### config.mk
export PLATFORM = sky130hd
export DESIGN_NAME = light_phase_timer
export DESIGN_NICKNAME = d
export VERILOG_FILES = /design/src/rtl/traffic_pkg.sv /design/src/rtl/phase_counter.sv /design/src/rtl/light_phase_timer.sv
export SDC_FILE = /design/constraint.sdc
export NUM_CORES = 1
export LEC_CHECK = 0
export CORE_ASPECT_RATIO = 0.5
export CORE_UTILIZATION = 30
export CTS_CLUSTER_SIZE = 10
export DETAILED_ROUTE_END_ITERATION = 7
export SYNTH_ARGS = -nofsm -noshare
export SYNTH_HDL_FRONTEND = slang
export SYNTH_SLANG_ARGS = --single-unit
### constraint.sdc
create_clock -name clk -period 6.11 [get_ports clk]
set_clock_uncertainty 0.15 [all_clocks]
set_input_delay 1.222 -clock clk [delete_from_list [all_inputs] [get_ports clk]]
set_output_delay 1.222 -clock clk [all_outputs]
set_load 0.05 [all_outputs]
### src/rtl/traffic_pkg.sv
// traffic_pkg: definitions shared by the light phase timer and the light FSM.
//   phase_t        : phase encoding RED=00, GREEN=01, YELLOW=10 (11 is unused)
//   DEF_*_TICKS    : default phase durations in tick_en pulses
//   DEF_MIN_GREEN  : default minimum green before a pedestrian cut
//   dur_eff()      : maps a configured duration to the one actually used
package traffic_pkg;

  typedef enum logic [1:0] {
    RED    = 2'b00,
    GREEN  = 2'b01,
    YELLOW = 2'b10
  } phase_t;

  localparam int DEF_RED_TICKS    = 50;
  localparam int DEF_GREEN_TICKS  = 40;
  localparam int DEF_YELLOW_TICKS = 10;
  localparam int DEF_MIN_GREEN    = 10;

  // A zero (or negative) duration would leave nothing to count; run it as one tick.
  function automatic int dur_eff(input int ticks);
    return (ticks < 1) ? 1 : ticks;
  endfunction

endpackage

### src/rtl/phase_counter.sv
// phase_counter: loadable down-counter that stops at zero.
//   clk      : rising-edge clock
//   load     : load count from load_val (wins over dec)
//   load_val : value to load
//   dec      : decrement by one; ignored when count is already zero
//   count    : current count
//   zero     : count == 0
// The count carries no reset of its own; the owner reloads it through load.
module phase_counter #(
  parameter int CNT_W = 16
) (
  input  logic             clk,
  input  logic             load,
  input  logic [CNT_W-1:0] load_val,
  input  logic             dec,
  output logic [CNT_W-1:0] count,
  output logic             zero
);

  always_ff @(posedge clk) begin
    if (load) begin
      count <= load_val;
    end else if (dec && (count != '0)) begin
      count <= count - 1'b1;
    end
  end

  assign zero = (count == '0);

endmodule

### src/rtl/light_phase_timer.sv
// light_phase_timer: times the RED -> GREEN -> YELLOW -> RED phases of a
// traffic light and emits a one-cycle advance pulse at each phase change.
//   clk       : rising-edge clock
//   reset     : synchronous active-high reset (back to RED, full red duration)
//   tick_en   : time-base strobe; the phase count moves only when high
//   ped_req   : pedestrian button (level or single-cycle pulse)
//   advance   : one-cycle pulse, registered, the cycle after a phase change
//   phase     : current phase (RED=00, GREEN=01, YELLOW=10)
//   remaining : ticks left in the current phase, minus one
//   ped_ack   : one-cycle pulse alongside the advance into RED that serves a request
// Build option: define PED_REQ_EN to enable pedestrian requests (remembered
// until the next RED entry, may cut GREEN short after MIN_GREEN ticks). With
// it undefined, ped_req is ignored and ped_ack is held at 0.
module light_phase_timer
  import traffic_pkg::*;
#(
  parameter int CNT_W        = 16,
  parameter int RED_TICKS    = DEF_RED_TICKS,
  parameter int GREEN_TICKS  = DEF_GREEN_TICKS,
  parameter int YELLOW_TICKS = DEF_YELLOW_TICKS,
  parameter int MIN_GREEN    = DEF_MIN_GREEN
) (
  input  logic             clk,
  input  logic             reset,
  input  logic             tick_en,
  input  logic             ped_req,
  output logic             advance,
  output logic [1:0]       phase,
  output logic [CNT_W-1:0] remaining,
  output logic             ped_ack
);

  localparam int RED_D    = dur_eff(RED_TICKS);
  localparam int GREEN_D  = dur_eff(GREEN_TICKS);
  localparam int YELLOW_D = dur_eff(YELLOW_TICKS);

  localparam logic [CNT_W-1:0] RED_LOAD    = CNT_W'(RED_D - 1);
  localparam logic [CNT_W-1:0] GREEN_LOAD  = CNT_W'(GREEN_D - 1);
  localparam logic [CNT_W-1:0] YELLOW_LOAD = CNT_W'(YELLOW_D - 1);

  phase_t           phase_q;
  phase_t           phase_nxt;
  logic [CNT_W-1:0] count;
  logic [CNT_W-1:0] load_val;
  logic             cnt_zero;
  logic             cnt_load;
  logic             cnt_dec;
  logic             phase_bad;
  logic             phase_end;
  logic             early_cut;

  phase_counter #(
    .CNT_W (CNT_W)
  ) u_cnt (
    .clk      (clk),
    .load     (cnt_load),
    .load_val (load_val),
    .dec      (cnt_dec),
    .count    (count),
    .zero     (cnt_zero)
  );

  always_comb begin
    phase_nxt = RED;
    load_val  = RED_LOAD;
    phase_bad = 1'b0;
    case (phase_q)
      RED: begin
        phase_nxt = GREEN;
        load_val  = GREEN_LOAD;
      end
      GREEN: begin
        phase_nxt = YELLOW;
        load_val  = YELLOW_LOAD;
      end
      YELLOW: begin
        phase_nxt = RED;
        load_val  = RED_LOAD;
      end
      default: phase_bad = 1'b1;
    endcase
    // Reset and the stray 11 encoding both restart a full RED.
    if (reset || phase_bad) begin
      load_val = RED_LOAD;
    end
    phase_end = tick_en && (cnt_zero || early_cut) && !phase_bad;
    cnt_load  = reset || phase_end || phase_bad;
    cnt_dec   = tick_en && !cnt_load;
  end

`ifdef PED_REQ_EN
  localparam int MIN_G    = (MIN_GREEN < 0) ? 0 : MIN_GREEN;
  localparam bit EARLY_OK = (MIN_G < GREEN_D);
  // Ticks consumed after this tick are GREEN_D - count, so the cut is allowed
  // once count <= GREEN_D - MIN_G.
  localparam logic [CNT_W-1:0] CUT_THR = CNT_W'(EARLY_OK ? (GREEN_D - MIN_G) : 0);

  logic ped_pending;

  assign early_cut = EARLY_OK && (phase_q == GREEN) && ped_pending && (count <= CUT_THR);
`else
  localparam int unused_min_green = MIN_GREEN;
  logic unused_ped_req;

  assign unused_ped_req = ped_req;
  assign early_cut      = 1'b0;
  assign ped_ack        = 1'b0;
`endif

  always_ff @(posedge clk) begin
    if (reset) begin
      phase_q <= RED;
      advance <= 1'b0;
`ifdef PED_REQ_EN
      ped_pending <= 1'b0;
      ped_ack     <= 1'b0;
`endif
    end else begin
      if (phase_end || phase_bad) begin
        phase_q <= phase_nxt;
      end
      advance <= phase_end;
`ifdef PED_REQ_EN
      // A request is served (and forgotten) at the change into RED.
      ped_ack <= phase_end && (phase_nxt == RED) && ped_pending;
      if (phase_end && (phase_nxt == RED)) begin
        ped_pending <= 1'b0;
      end else if (ped_req) begin
        ped_pending <= 1'b1;
      end
`endif
    end
  end

  assign phase     = phase_q;
  assign remaining = count;

endmodule

; Yosys cells after proc, flatten, opt, wreduce, memory -nomap -nowiden
; Index checks and enable logic that the tools add are counted.
[word_totals]
reg_bits = 19
in_bits = 4
out_inout_bits = 20
word_cells = 26
[op_classes]
add_sub_neg = 1
eq_ne = 2
muxes = 6
n_reduce_logical = 14
[op_table]
columns = operator, n
row1 = two-way mux 16 bit, 3
row2 = zero test 16 bit, 1
row3 = nonzero test 16 bit, 1
row4 = subtractor 16 x 1 -> 16 bit (second input constant), 1
row5 = one-hot mux 6 bit (2 select lines), 1
row6 = logical AND 1 bit, 4
row7 = logical OR 1 bit, 4
row8 = one-hot mux 2 bit (2 select lines), 1
row9 = OR reduction 3 bit, 1
row10 = == test 2 x 1 -> 1 bit (second input constant), 1
row11 = == test 2 bit (second input constant), 1
row12 = zero test 2 bit, 1
row13 = nonzero test 2 bit, 1
row14 = zero test 1 bit, 1
row15 = two-way mux 1 bit, 1

; Depth between registers and ports, before layout
; Gate-level depths: netlist of run 1.
[logic_depth]
depth_word = 10
ltp_mapped = 6

; By module
; From an unflattened synthesis of run 1, not the netlist that was laid out.
[hier_totals]
cells_unflattened = 115
hier_area_um2 = 1123.6
[modules_own_cells]
columns = module, n_inst, cells_per_inst, area_per_inst_um2, seq_area_each_um2
row1 = phase_counter, 1, 93, 965.9, 480.5
row2 = light_phase_timer, 1, 22, 157.7, 60.1

; Worst setup path before layout of run 1
; No wires, ideal clock.
[synth_path]
path_kind = input to register
from = input tick_en
to = register u_cnt.count[2], data pin
setup_ns = 0.259
t_arrival_ns = 2.068
t_required_ns = 5.701
path_slack_ns = 3.633
path_stages = 4
n_path_buf = 0
path_cell_list = nand2_1 nor3_1 a2111oi_0 a211o_1
[synth_between]
elab_chain_cells = 5
[synth_rtl]
columns = element, line_no
row1 = start: declaration, light_phase_timer.sv:25  ; input logic tick_en,
row2 = logical AND 1 bit (2 in series), light_phase_timer.sv:86  ; phase_end = tick_en && (cnt_zero || early_cut) && !phase_bad;
row3 = logical OR 1 bit (2 in series), light_phase_timer.sv:87  ; cnt_load = reset || phase_end || phase_bad;
row4 = two-way mux 16 bit, phase_counter.sv:21  ; if (load) begin
row5 = end signal: assignment, phase_counter.sv:22  ; count <= load_val;
row6 = end signal: assignment, phase_counter.sv:24  ; count <= count - 1'b1;
row7 = end: declaration, phase_counter.sv:16  ; output logic [CNT_W-1:0] count,
; Every way passes these cells.
; A chain may end at the register's enable or synchronous reset.

; Worst setup path after layout of run 1
[layout_path]
from = input reset
to = register u_cnt.count[12], enable pin
[layout_between]
elab_chain_cells = 6
[layout_rtl]
columns = element, line_no
row1 = start: declaration, light_phase_timer.sv:24  ; input logic reset,
row2 = logical OR 1 bit * (2 in series), light_phase_timer.sv:87
row3 = zero test 1 bit, light_phase_timer.sv:88  ; cnt_dec = tick_en && !cnt_load;
row4 = logical AND 1 bit, light_phase_timer.sv:88
row5 = logical AND 1 bit, phase_counter.sv:23  ; end else if (dec && (count != '0)) begin
row6 = nonzero test 2 bit (no line) *, n/a
; Every way passes the cells marked *; elsewhere a longest branch is shown, timed or not.

==> summary.txt, run 1 <==
Outcome
  • Outcome: complete, no violations

STA
  • Hold Vio Cnt, Final: 0
  • Maximum clock rate: around 330 MHz
  • Period utilization: 0.5034
  • Setup total negative slack: 0 ns
  • Endpoints failing setup: 0
  • Minimum clock period after layout: 3.076 ns
  • Fin. max-slew vios: 0
  • Unrepaired setup endpoints after global routing: false
  • Max-slew headroom: 0.4947
  • Tightest Pin Transition: 0.7580 ns

Route
  • Initial DRC count: a little under 60
  • DRT antenna net count: 0
  • Met2 wire length: ~950 um
  • Met3 Wirelength: 77 um
  • Highest routed layer: met4
  • Met1 WL: approximately 1.2 mm
  • Final WL: around 2.3 mm
  • 1st-pass router iterations: 4
  • Vias per Instance: between 4 and 5
  • Vias: slightly below 900
  • Detailed-route wire length per cell: between 10 and 15 um
  • DRC: 0

Global routing
  • Global route overflow: 0
  • GRT Util Overall: 0.1334
  • Initial antenna violation count: 0
  • Pin count of the biggest net entering global routing: 17
  • Global-route wire length before repair: approximately 3.9 mm
  • Via count of the first global-routing pass: 809

Setup path
  • Crit-path slowest cell: nand2b_1
  • Kind of critical path: in -> reg
  • Worst Setup SP: reset
  • Crit Path Max Fanout: 16
  • Top Family by Delay on Critical Path: simple AND/OR/NAND/NOR gates
  • Crit-path cells: clkdlybuf4s50_1 -> a21oi_1 -> nand2b_1
  • WP buf/inv: 1
  • Startpoint types: primary input
  • Max incr delay on CP: 0.56 ns
  • Worst R2R Start: u_cnt.count[7]$_SDFFCE_PN0P_
  • Setup crit end kind: flop
  • Crit path DAT: roughly 2.8 ns
  • CP Data Required Time: approximately 5.8 ns

Clocking
  • Hold bufs inserted after CTS: 0
  • Root Buffer: clkbuf_8
  • Reg clk slew, reported paths: ~0.070 ns
  • Clk sinks: 19
  • CTS max path bufs: 2
  • Htree depth: 1
  • Worst skew pair latency: 0.25 ns
  • CTS resizes: 0
  • CTS buffer count: 3
  • CTS tree: yes
  • Post-CTS Setup Inserts: 0

Floorplan
  • Initial Utilization: 0.3223
  • Die span in x: 88.84 um
  • Ports: 24
  • Die Y: around 45 um
  • Core footprint: around 0.0035 mm2
  • Std-Cell Rows: 15
  • Total die area: around 0.0040 mm2

Power
  • Worst VDD drop: 62.78 uV
  • Leak Pwr: ~0.49 nW
  • P per Cell Area: ~250 mW/mm2

Place
  • Placer Congestion: between 0.7 and 0.8
  • Cells after DPL: 177
  • Port buffer count: 21
  • DP HPWL: 1.669 mm

Synthesis
  • Mapped cell area: ~0.0011 mm2
  • Synth cell count leaders: 16 x edfxtp_1, 14 x nor2_1, 8 x xor2_1
  • Synthesized instance count: approximately 110
  • FF+latch count, synth: 19
  • Count of cell types in the netlist: 40
  • Synth Area per Inst: 10.47 um2
  • Ys flop type: edfxtp_1
  • Post-synth EDFFs: 16
  • Synth warn: 0
  • Yosys top cell by area: edfxtp_1
  • Count leader, synth: edfxtp_1
  • Seq/Total Area, Yosys: 0.4779
  • Mapped Nets: roughly 110
  • Synth async-reset ratio: 0
  • Synth top area cells: edfxtp_1 42%, xor2_1 6.2%, dfxtp_1 5.3%
  • Area share of the largest cell type after synthesis: 0.4248

Final layout
  • # fillers: approximately 360
  • Non-filler cells, final: approximately 180
  • Share of cells above drive strength 1: 0.09231
  • Antenna cells: 0
  • Multi-input logic area: between 500 and 600 um2
  • Final nets: between 100 and 150
  • Layout area overhead: 26.55%
  • Register Area: 540.5 um2

Flow run
  • Max cap viols: 0

Worst hold path
  • Min-delay src: phase[0]$_SDFFE_PP0P_
  • Hold crit path type: reg -> reg
==> state kept, by name (all words and copies together), names as in the netlist <==
signal	count
advance	1
phase	2
u_cnt.count	16
==> per-stage QoR <==
| step | hold slack [ns] | utilization | area [um2] | setup WS [ns] | total power, W |
|---|---|---|---|---|---|
| floorplan | 0.6974 | - | 1131 | 3.633 | 0.0002466 |
| global placement | 0.4657 | 0.3950 | 1386 | 2.735 | 0.0002784 |
| detailed placement | 0.4667 | 0.3950 | 1386 | 2.711 | 0.0002787 |
| CTS | 0.4850 | 0.4078 | 1431 | 2.987 | 0.0003676 |
| global route | 0.5279 | 0.4078 | 1431 | 2.827 | 0.0003824 |
| finish | 0.4920 | 0.4078 | 1431 | 3.034 | 0.0003629 |
==> area by class of cell <==
| cell class | instances | area share |
|---|---|---|
| Timing Repair Buffer | 21 | 0.1469 |
| Inverter | 5 | 0.01311 |
| Tap cell | 51 | 0.04458 |
| Sequential cell | 19 | 0.3776 |
| Multi-Input combinational cell | 81 | 0.3864 |
| Clock buffer | 4 | 0.03147 |
==> placed cells by master, fill, tap and decap left out, types with 2 or more instances in the layout <==
cell              n
a2111oi_0         4
a211o_1           2
a21oi_1           3
clkbuf_8          3
clkdlybuf4s50_1  21
dfxtp_1           3
edfxtp_1         16
ha_1              2
inv_1             5
nand2_1           5
nand2b_1          2
nand3_1           4
nand4_1           2
nand4b_1          2
nor2_1           14
nor3_1            5
o21ai_0           3
or3_1             3
xnor2_1           2
xor2_1            8
==> per-layer routing <==
metal / vias up / GRT usage
met1: 419 / 0.1831
met5: - / 0
met4: 0 / 0.04839
met2: 17 / 0.2000
li1: 449 / -
met3: 2 / 0.04167
==> cell families (layout without fill, tap and decap cells) <==
| logic type | after synthesis | in the layout | share of synthesized area |
|---|---|---|---|
| AO/OA/AOI/OAI | 20 | 20 | 0.1327 |
| XOR/XNOR | 10 | 10 | 0.07744 |
| adder cells (fa/ha/maj) | 2 | 2 | 0.02212 |
| buffers and inverters | 8 | 30 | 0.03318 |
| flip-flops | 19 | 19 | 0.4779 |
| other | 1 | 1 | 0.003315 |
| AND/OR/NAND/NOR | 48 | 48 | 0.2533 |
==> worst min-delay path, delay by kind of cell (launching register included) <==
family / cells / cell delay (ns)
simple gates: 1 / 0.13
flops: 1 / 0.39
compound gates: 1 / 0.07
==> report_power, final <==
| part | total [W] | switching [W] | internal, W |
|---|---|---|---|
| Clock | 0.0000874 | 0.0000411 | 0.0000463 |
| Sequential | 0.000173 | 0.0000179 | 0.000155 |
| Combinational | 0.000103 | 0.0000655 | 0.0000370 |
==> worst paths after layout <==
| path | endpoint | slack (ns) | depth (start not counted) |
|---|---|---|---|
| worst max register to register | u_cnt.count[3]$_DFFE_PP_ | 3.94 | 4 |
| worst min-delay path | phase[0]$_SDFFE_PP0P_ | 0.49 | 2 |
| worst min register to register | phase[0]$_SDFFE_PP0P_ | 0.49 | 2 |
| worst max-delay path | u_cnt.count[12]$_SDFFCE_PN0P_ | 3.03 | 3 |
No activity file was read; power rests on OpenSTA's default activity.
==> run 2, diff against run 1 <==
clock period = 3.06 ns   (was 6.11 ns; I/O delays follow)
==> run 2 against run 1 <==
  * Sequential share of layout area shrank 0.58 points
  * Largest cell class unchanged
  * Critical path type is now reg -> out
  * Critical path depth down 2
  * Core utilization rose by 0.64 points
  * Final cell count increased by 1.7%
  * Sequential power up 99%
==> summary.txt, run 2 (synthesis gave the netlist of run 1 again) <==
STA
  • Fin. max-slew vios: 0 (unchanged)
  • Period utilization: 0.7835
  • Endpoints failing setup: 0 (unchanged)
  • Maximum clock rate: 417.1 MHz
  • Max-slew headroom: 0.5502 (+0.05555)
  • Hold Vio Cnt, Final: 0 (unchanged)
  • Tightest Pin Transition: 0.6729 ns (-0.08508 ns)
  • Unrepaired setup endpoints after global routing: false
  • Setup total negative slack: 0 ns (unchanged)
  • Minimum clock period after layout: around 2.4 ns

Global routing
  • Global-route wire length before repair: 3.974 mm (+1.9%)
  • Global route overflow: 0 (unchanged)
  • Via count of the first global-routing pass: 817 (+0.99%)
  • GRT Util Overall: 0.1335 (about the same)
  • Pin count of the biggest net entering global routing: 14 (-3)
  • Initial antenna violation count: 0 (unchanged)

Power
  • Internal Power: 0.0004787 W (+100%)
  • Overall Power: 0.0007355 W (+100%)
  • Clock share of power: 0.245 (+0.004)
  • Worst VDD drop: 125.2 uV (+99%)
  • Logic pwr share: 0.285 (+0.003)
  • Net Sw Power: 0.0002568 W (+110%)
  • Leak Pwr: 0.5044 nW (+3.0%)
  • Sw Share: 0.3491 (+0.006148)
  • P per Cell Area: 505.9 mW/mm2 (+100%)
  • Share of total power in sequential cells: 0.470 (-0.007)

Final layout
  • Commonest non-fill, non-tap cells in the layout: 21 x clkdlybuf4s50_1, 16 x edfxtp_1, 14 x nor2_1
  • Top reg by flops: u_cnt.count
  • Fin util: 0.4143 (+0.006417)
  • Multi-input logic area: 553.0 um2 (unchanged)
  • Antenna cells: 0 (unchanged)
  • Leading cell type in the layout, fill and taps excluded: clkdlybuf4s50_1
  • Layout area overhead: 28.54%
  • Largest register FFs: 16 (unchanged)
  • Share of cells above drive strength 1: 0.1128 (+0.02047)
  • Register Area: 540.5 um2 (unchanged)
  • # fillers: 361 (+0.56%)
  • Final nets: 140 (+2.2%)

Setup path
  • Worst R2R Start: u_cnt.count[7]$_SDFFCE_PN0P_
  • Crit Path Max Fanout: 8 (-8)
  • CP Data Required Time: 2.30 ns (-3.50 ns)
  • Reg2reg path depth: 4 (unchanged)
  • Crit-path cells: clkdlybuf4s50_1
  • Crit-path slowest cell: clkdlybuf4s50_1
  • Kind of critical path: reg -> out
  • Reg2Reg Setup Slack: 0.90 ns (-3.04 ns)
  • Max incr delay on CP: 0.86 ns (+0.30 ns)
  • Crit path DAT: 1.64 ns (-1.13 ns)
  • Startpoint types: flop
  • WP buf/inv: 1 (unchanged)
  • R2r endpoint: u_cnt.count[1]$_DFFE_PP_
  • Top Family by Delay on Critical Path: buffers and inverters
  • Setup crit end kind: primary output

Clocking
  • Reg clk slew, reported paths: 0.07 ns (about the same)
  • CTS resizes: 0 (unchanged)
  • CTS tree: yes
  • CTS buffer count: 3 (unchanged)
  • Root Buffer: clkbuf_8
  • Post-CTS Setup Inserts: 0 (unchanged)
  • Worst skew pair latency: 0.26 ns (about the same)
  • CTS max path bufs: 2 (unchanged)
  • Clk sinks: 19 (unchanged)
  • Htree depth: 1 (unchanged)
  • Hold bufs inserted after CTS: 0 (unchanged)

Route
  • DRC: 0 (unchanged)
  • Initial DRC count: 41 (-31%)
  • Vias: 902 (+1.7%)
  • Detailed-route wire length per cell: 13.34 um (+4.9%)
  • Final WL: 2.454 mm (+6.6%)
  • DRT antenna net count: 0 (unchanged)
  • Vias per Instance: 4.902 (about the same)
  • 1st-pass router iterations: 4 (unchanged)

Flow run
  • Max cap viols: 0 (unchanged)

Outcome
  • Outcome: complete, no violations

Worst hold path
  • Hold depth: 2 (unchanged)
  • Hold EP: phase[0]$_SDFFE_PP0P_
  • Min-delay src: phase[0]$_SDFFE_PP0P_
  • Hold crit path type: reg -> reg

Floorplan
  • Ports: 24 (unchanged)
  • Total die area: 0.004035 mm2 (unchanged)
  • Core footprint: 0.003510 mm2 (unchanged)
  • Die Y: 45.42 um (unchanged)
  • Die span in x: 88.84 um (unchanged)
  • Std-Cell Rows: 15 (unchanged)
  • Initial Utilization: 0.3223 (unchanged)

Place
  • Port buffer count: 21 (unchanged)
  • DP HPWL: 1.767 mm (+5.9%)
  • Placer Congestion: 0.7253 (+1.2%)
[run 2: changes by cell type in the layout (fill, tap and decap cells not counted), sizes merged]
cell	previous run	this run
buf	0	3
[run 2: worst max-delay path by stage]
stage	start	end	cells past startpoint
3_5_place_dp	tick_en	u_cnt.count[11]$_SDFFCE_PN0P_	5
2_1_floorplan	u_cnt.count[7]$_SDFFCE_PN0P_	u_cnt.count[1]$_DFFE_PP_	5
4_1_cts	u_cnt.count[2]$_DFFE_PP_	remaining[2]	1
5_1_grt	phase[0]$_SDFFE_PP0P_	phase[0]	1
6_report	u_cnt.count[2]$_DFFE_PP_	remaining[2]	1
3_3_place_gp	tick_en	u_cnt.count[14]$_SDFFCE_PN0P_	5
[run 2: stage by stage]
| stage | instances | cell area [um2] | worst slack (ns) | hold WS, ns |
|---|---|---|---|---|
| 2_1_floorplan | 108 | 1131 | 0.8600 | 0.6542 |
| 3_3_place_gp | 180 | 1409 | 0.6063 | 0.4643 |
| 3_5_place_dp | 180 | 1409 | 0.5950 | 0.4673 |
| 4_1_cts | 184 | 1454 | 0.6500 | 0.4831 |
| 5_1_grt | 184 | 1454 | 0.5789 | 0.5195 |
| 6_report | 184 | 1454 | 0.6625 | 0.4877 |
[run 2: area by class of cell]
cell class / count / area share
sequential: 19 / 0.3718
inverter: 5 / 0.01291
tap: 51 / 0.04389
clock buffer: 4 / 0.03098
timing repair buffer: 24 / 0.1601
multi-input combinational: 81 / 0.3804
[run 2: metal layers]
metal	routed length, um	share of wire	track usage	vias up
li1	-	-	-	457
met5	0	0	0	-
met3	74	0.030	0.03804	0
met2	1082	0.44	0.2092	17
met4	0	0	0.01935	0
met1	1298	0.53	0.1886	428
[run 2: power by group through the flow]
stage | combinational [W] | sequential, W | clock (W)
3_5_place_dp | 0.000210 | 0.000351 | 0
6_report | 0.000210 | 0.000345 | 0.000180
3_3_place_gp | 0.000208 | 0.000351 | 0
5_1_grt | 0.000223 | 0.000349 | 0.000196
4_1_cts | 0.000210 | 0.000346 | 0.000184
2_1_floorplan | 0.0000710 | 0.000421 | 0
==> run 3, diff against run 2 <==
clock period = 2 ns   (was 3.06 ns; I/O delays follow)
==> run 3 against run 2 <==
  * Clock-buffer cell count stayed put
  * Core utilization is 7.0 points higher
  * Setup slack worse by 0.61 ns
  * First-iteration DRC count is 51% lower
  * Final area is 17% higher
  * Final cell count is 14% higher
  * Sequential cell count stayed put
  * Global-route usage is 1.7 points higher
==> summary.txt, run 3 (synthesis gave the netlist of run 1 again) <==
Place
  • Cells after DPL: 205 (+14%)
  • DP Worst Slack: -0.1216 ns (-0.7166 ns)
  • DP HPWL: 2.088 mm (+18%)
  • Port buffer count: 21 (unchanged)
  • Placer Congestion: 0.7212 (-0.57%)

Setup path
  • Crit-path cells: clkdlybuf4s50_1
  • R2r endpoint: u_cnt.count[1]$_DFFE_PP_
  • CP Data Required Time: 1.45 ns (-0.85 ns)
  • Crit Path Max Fanout: 1 (-7)
  • WP buf/inv: 1 (unchanged)
  • Crit-path slowest cell: clkdlybuf4s50_1
  • Setup crit end kind: primary output
  • Worst R2R Start: u_cnt.count[9]$_SDFFCE_PN0P_
  • Kind of critical path: reg -> out
  • Max incr delay on CP: 0.80 ns (-0.06 ns)
  • Top Family by Delay on Critical Path: buffers and inverters
  • Reg2reg path depth: 4 (unchanged)
  • Startpoint types: flop
  • Reg2Reg Setup Slack: 0.08 ns (-0.82 ns)
  • Crit path DAT: 1.40 ns (-0.24 ns)

Global routing
  • Initial antenna violation count: 0 (unchanged)
  • Met2 usage: 0.2431 (+0.03385)
  • GRT Util Overall: 0.1501 (+0.01665)
  • GR Util met3: 0.03261 (-0.005435)
  • Busiest layer in global routing: met2
  • Global-route wire length before repair: 4.381 mm (+10%)
  • Global route overflow: 0 (unchanged)
  • Via count of the first global-routing pass: 913 (+12%)
  • GR Util met1: 0.2036 (+0.01505)
  • Pin count of the biggest net entering global routing: 17 (+3)

Final layout
  • Register Area: 540.5 um2 (unchanged)
  • Commonest non-fill, non-tap cells in the layout: 42 x buf_4, 16 x edfxtp_1, 14 x nor2_1
  • Final nets: 165 (+18%)
  • # fillers: 340 (-5.8%)
  • Share of cells above drive strength 1: 0.3987 (+0.2860)
  • Top reg by flops: u_cnt.count
  • Multi-input logic area: 604.3 um2 (+9.3%)
  • Antenna cells: 0 (unchanged)
  • Non-filler cells, final: 209 (+14%)
  • Layout area overhead: 50.11%
  • Largest register FFs: 16 (unchanged)
  • Leading cell type in the layout, fill and taps excluded: buf_4

Route
  • Vias: 1002 (+11%)
  • Initial DRC count: 20 (-51%)
  • 1st-pass router iterations: 4 (unchanged)
  • Detailed-route wire length per cell: 13.39 um (+0.42%)
  • DRC: 0 (unchanged)
  • DRT antenna net count: 0 (unchanged)
  • Final WL: 2.799 mm (+14%)
  • Vias per Instance: 4.794 (-2.2%)

Floorplan
  • Initial Utilization: 0.3223 (unchanged)
  • Die span in x: 88.84 um (unchanged)
  • Std-Cell Rows: 15 (unchanged)
  • Ports: 24 (unchanged)
  • Core footprint: 0.003510 mm2 (unchanged)
  • Die Y: 45.42 um (unchanged)
  • Total die area: 0.004035 mm2 (unchanged)

STA
  • Period utilization: 0.9744
  • Unrepaired setup endpoints after global routing: true
  • Hold Slack: 0.5097 ns (+0.02197 ns)
  • Setup total negative slack: 0 ns (unchanged)
  • Final worst setup slack: 0.05117 ns (-0.6113 ns)
  • Maximum clock rate: around 510 MHz
  • Hold Vio Cnt, Final: 0 (unchanged)
  • Minimum clock period after layout: 1.949 ns
  • Fin. max-slew vios: 0 (unchanged)
  • Endpoints failing setup: 0 (unchanged)

Worst hold path
  • Hold depth: 1 (-1)
  • Hold crit path type: reg -> reg
  • Hold EP: phase[1]$_SDFFE_PP0P_
  • Min-delay src: phase[1]$_SDFFE_PP0P_

Clocking
  • Root Buffer: clkbuf_8
  • CTS buffer count: 3 (unchanged)
  • Htree depth: 1 (unchanged)
  • CTS tree: yes
  • Reg clk slew, reported paths: 0.07 ns (about the same)
  • Worst skew pair latency: 0.27 ns (about the same)
  • CTS max path bufs: 2 (unchanged)
  • Hold bufs inserted after CTS: 0 (unchanged)
  • Clk sinks: 19 (unchanged)

Flow run
  • Max cap viols: 0 (unchanged)

Power
  • Worst VDD drop: 213.9 uV (+71%)
  • P per Cell Area: 725.4 mW/mm2 (+43%)
  • Clock share of power: 0.233 (-0.012)
  • Leak Pwr: 0.6899 nW (+37%)
  • Sw Share: 0.3541 (+0.004994)
  • Internal Power: 0.0007955 W (+66%)
  • Share of total power in sequential cells: 0.417 (-0.053)
  • Logic pwr share: 0.350 (+0.065)
  • Net Sw Power: 0.0004362 W (+70%)

Outcome
  • Outcome: complete, no violations
## run 3: cell count changes in the layout (fill, tap and decap cells not counted), moves of 2 or more
cell and change:
buf_4 +39, clkdlybuf4s50_1 -18, buf_12 +4, nor3_1 -2
## run 3: timing repair
item / CTS / global route
endpoints found under the setup margin: 0 / 6
setup buffers: 0 / 0
resized for setup: 0 / 2
hold endpoints to repair: 0 / 0
## run 3: worst max path at each step
stage                                       from                            end  cells past startpoint
floorplan           u_cnt.count[9]$_SDFFCE_PN0P_       u_cnt.count[1]$_DFFE_PP_                      5
global placement                         tick_en  u_cnt.count[14]$_SDFFCE_PN0P_                      6
detailed placement                       tick_en   u_cnt.count[6]$_SDFFCE_PN0P_                      6
CTS                     u_cnt.count[3]$_DFFE_PP_       u_cnt.count[1]$_DFFE_PP_                      4
global route        u_cnt.count[9]$_SDFFCE_PN0P_       u_cnt.count[4]$_DFFE_PP_                      5
finish                        advance$_SDFF_PP0_                        advance                      1
## run 3: cell type report
cell class                 count  share of cell area
tap                           51             0.03758
clock buffer                   4             0.02653
sequential                    19              0.3183
multi-input combinational     81              0.3559
timing repair buffer          49              0.2506
inverter                       5             0.01105
## run 3: stage by stage
stage                     instance area (um2)   power, W    util
after global placement                   1643  0.0009444  0.4681
final                                    1698   0.001232  0.4838
after detailed placement                 1643  0.0009501  0.4681
after floorplan                          1176  0.0007657       -
after global routing                     1698   0.001279  0.4838
after CTS                                1688   0.001235  0.4809
## run 3: routing by layer
metal,share of wire,routed length (um)
met5,0,0
met4,0.014,38
met3,0.026,74
met2,0.46,1276
met1,0.50,1410
## run 3: power by group through the flow
stage | logic (W) | registers, W | clock network [W]
floorplan | 0.000116 | 0.000650 | 0
global placement | 0.000425 | 0.000519 | 0
detailed placement | 0.000430 | 0.000520 | 0
CTS | 0.000432 | 0.000512 | 0.000292
global route | 0.000458 | 0.000520 | 0.000302
finish | 0.000430 | 0.000514 | 0.000287
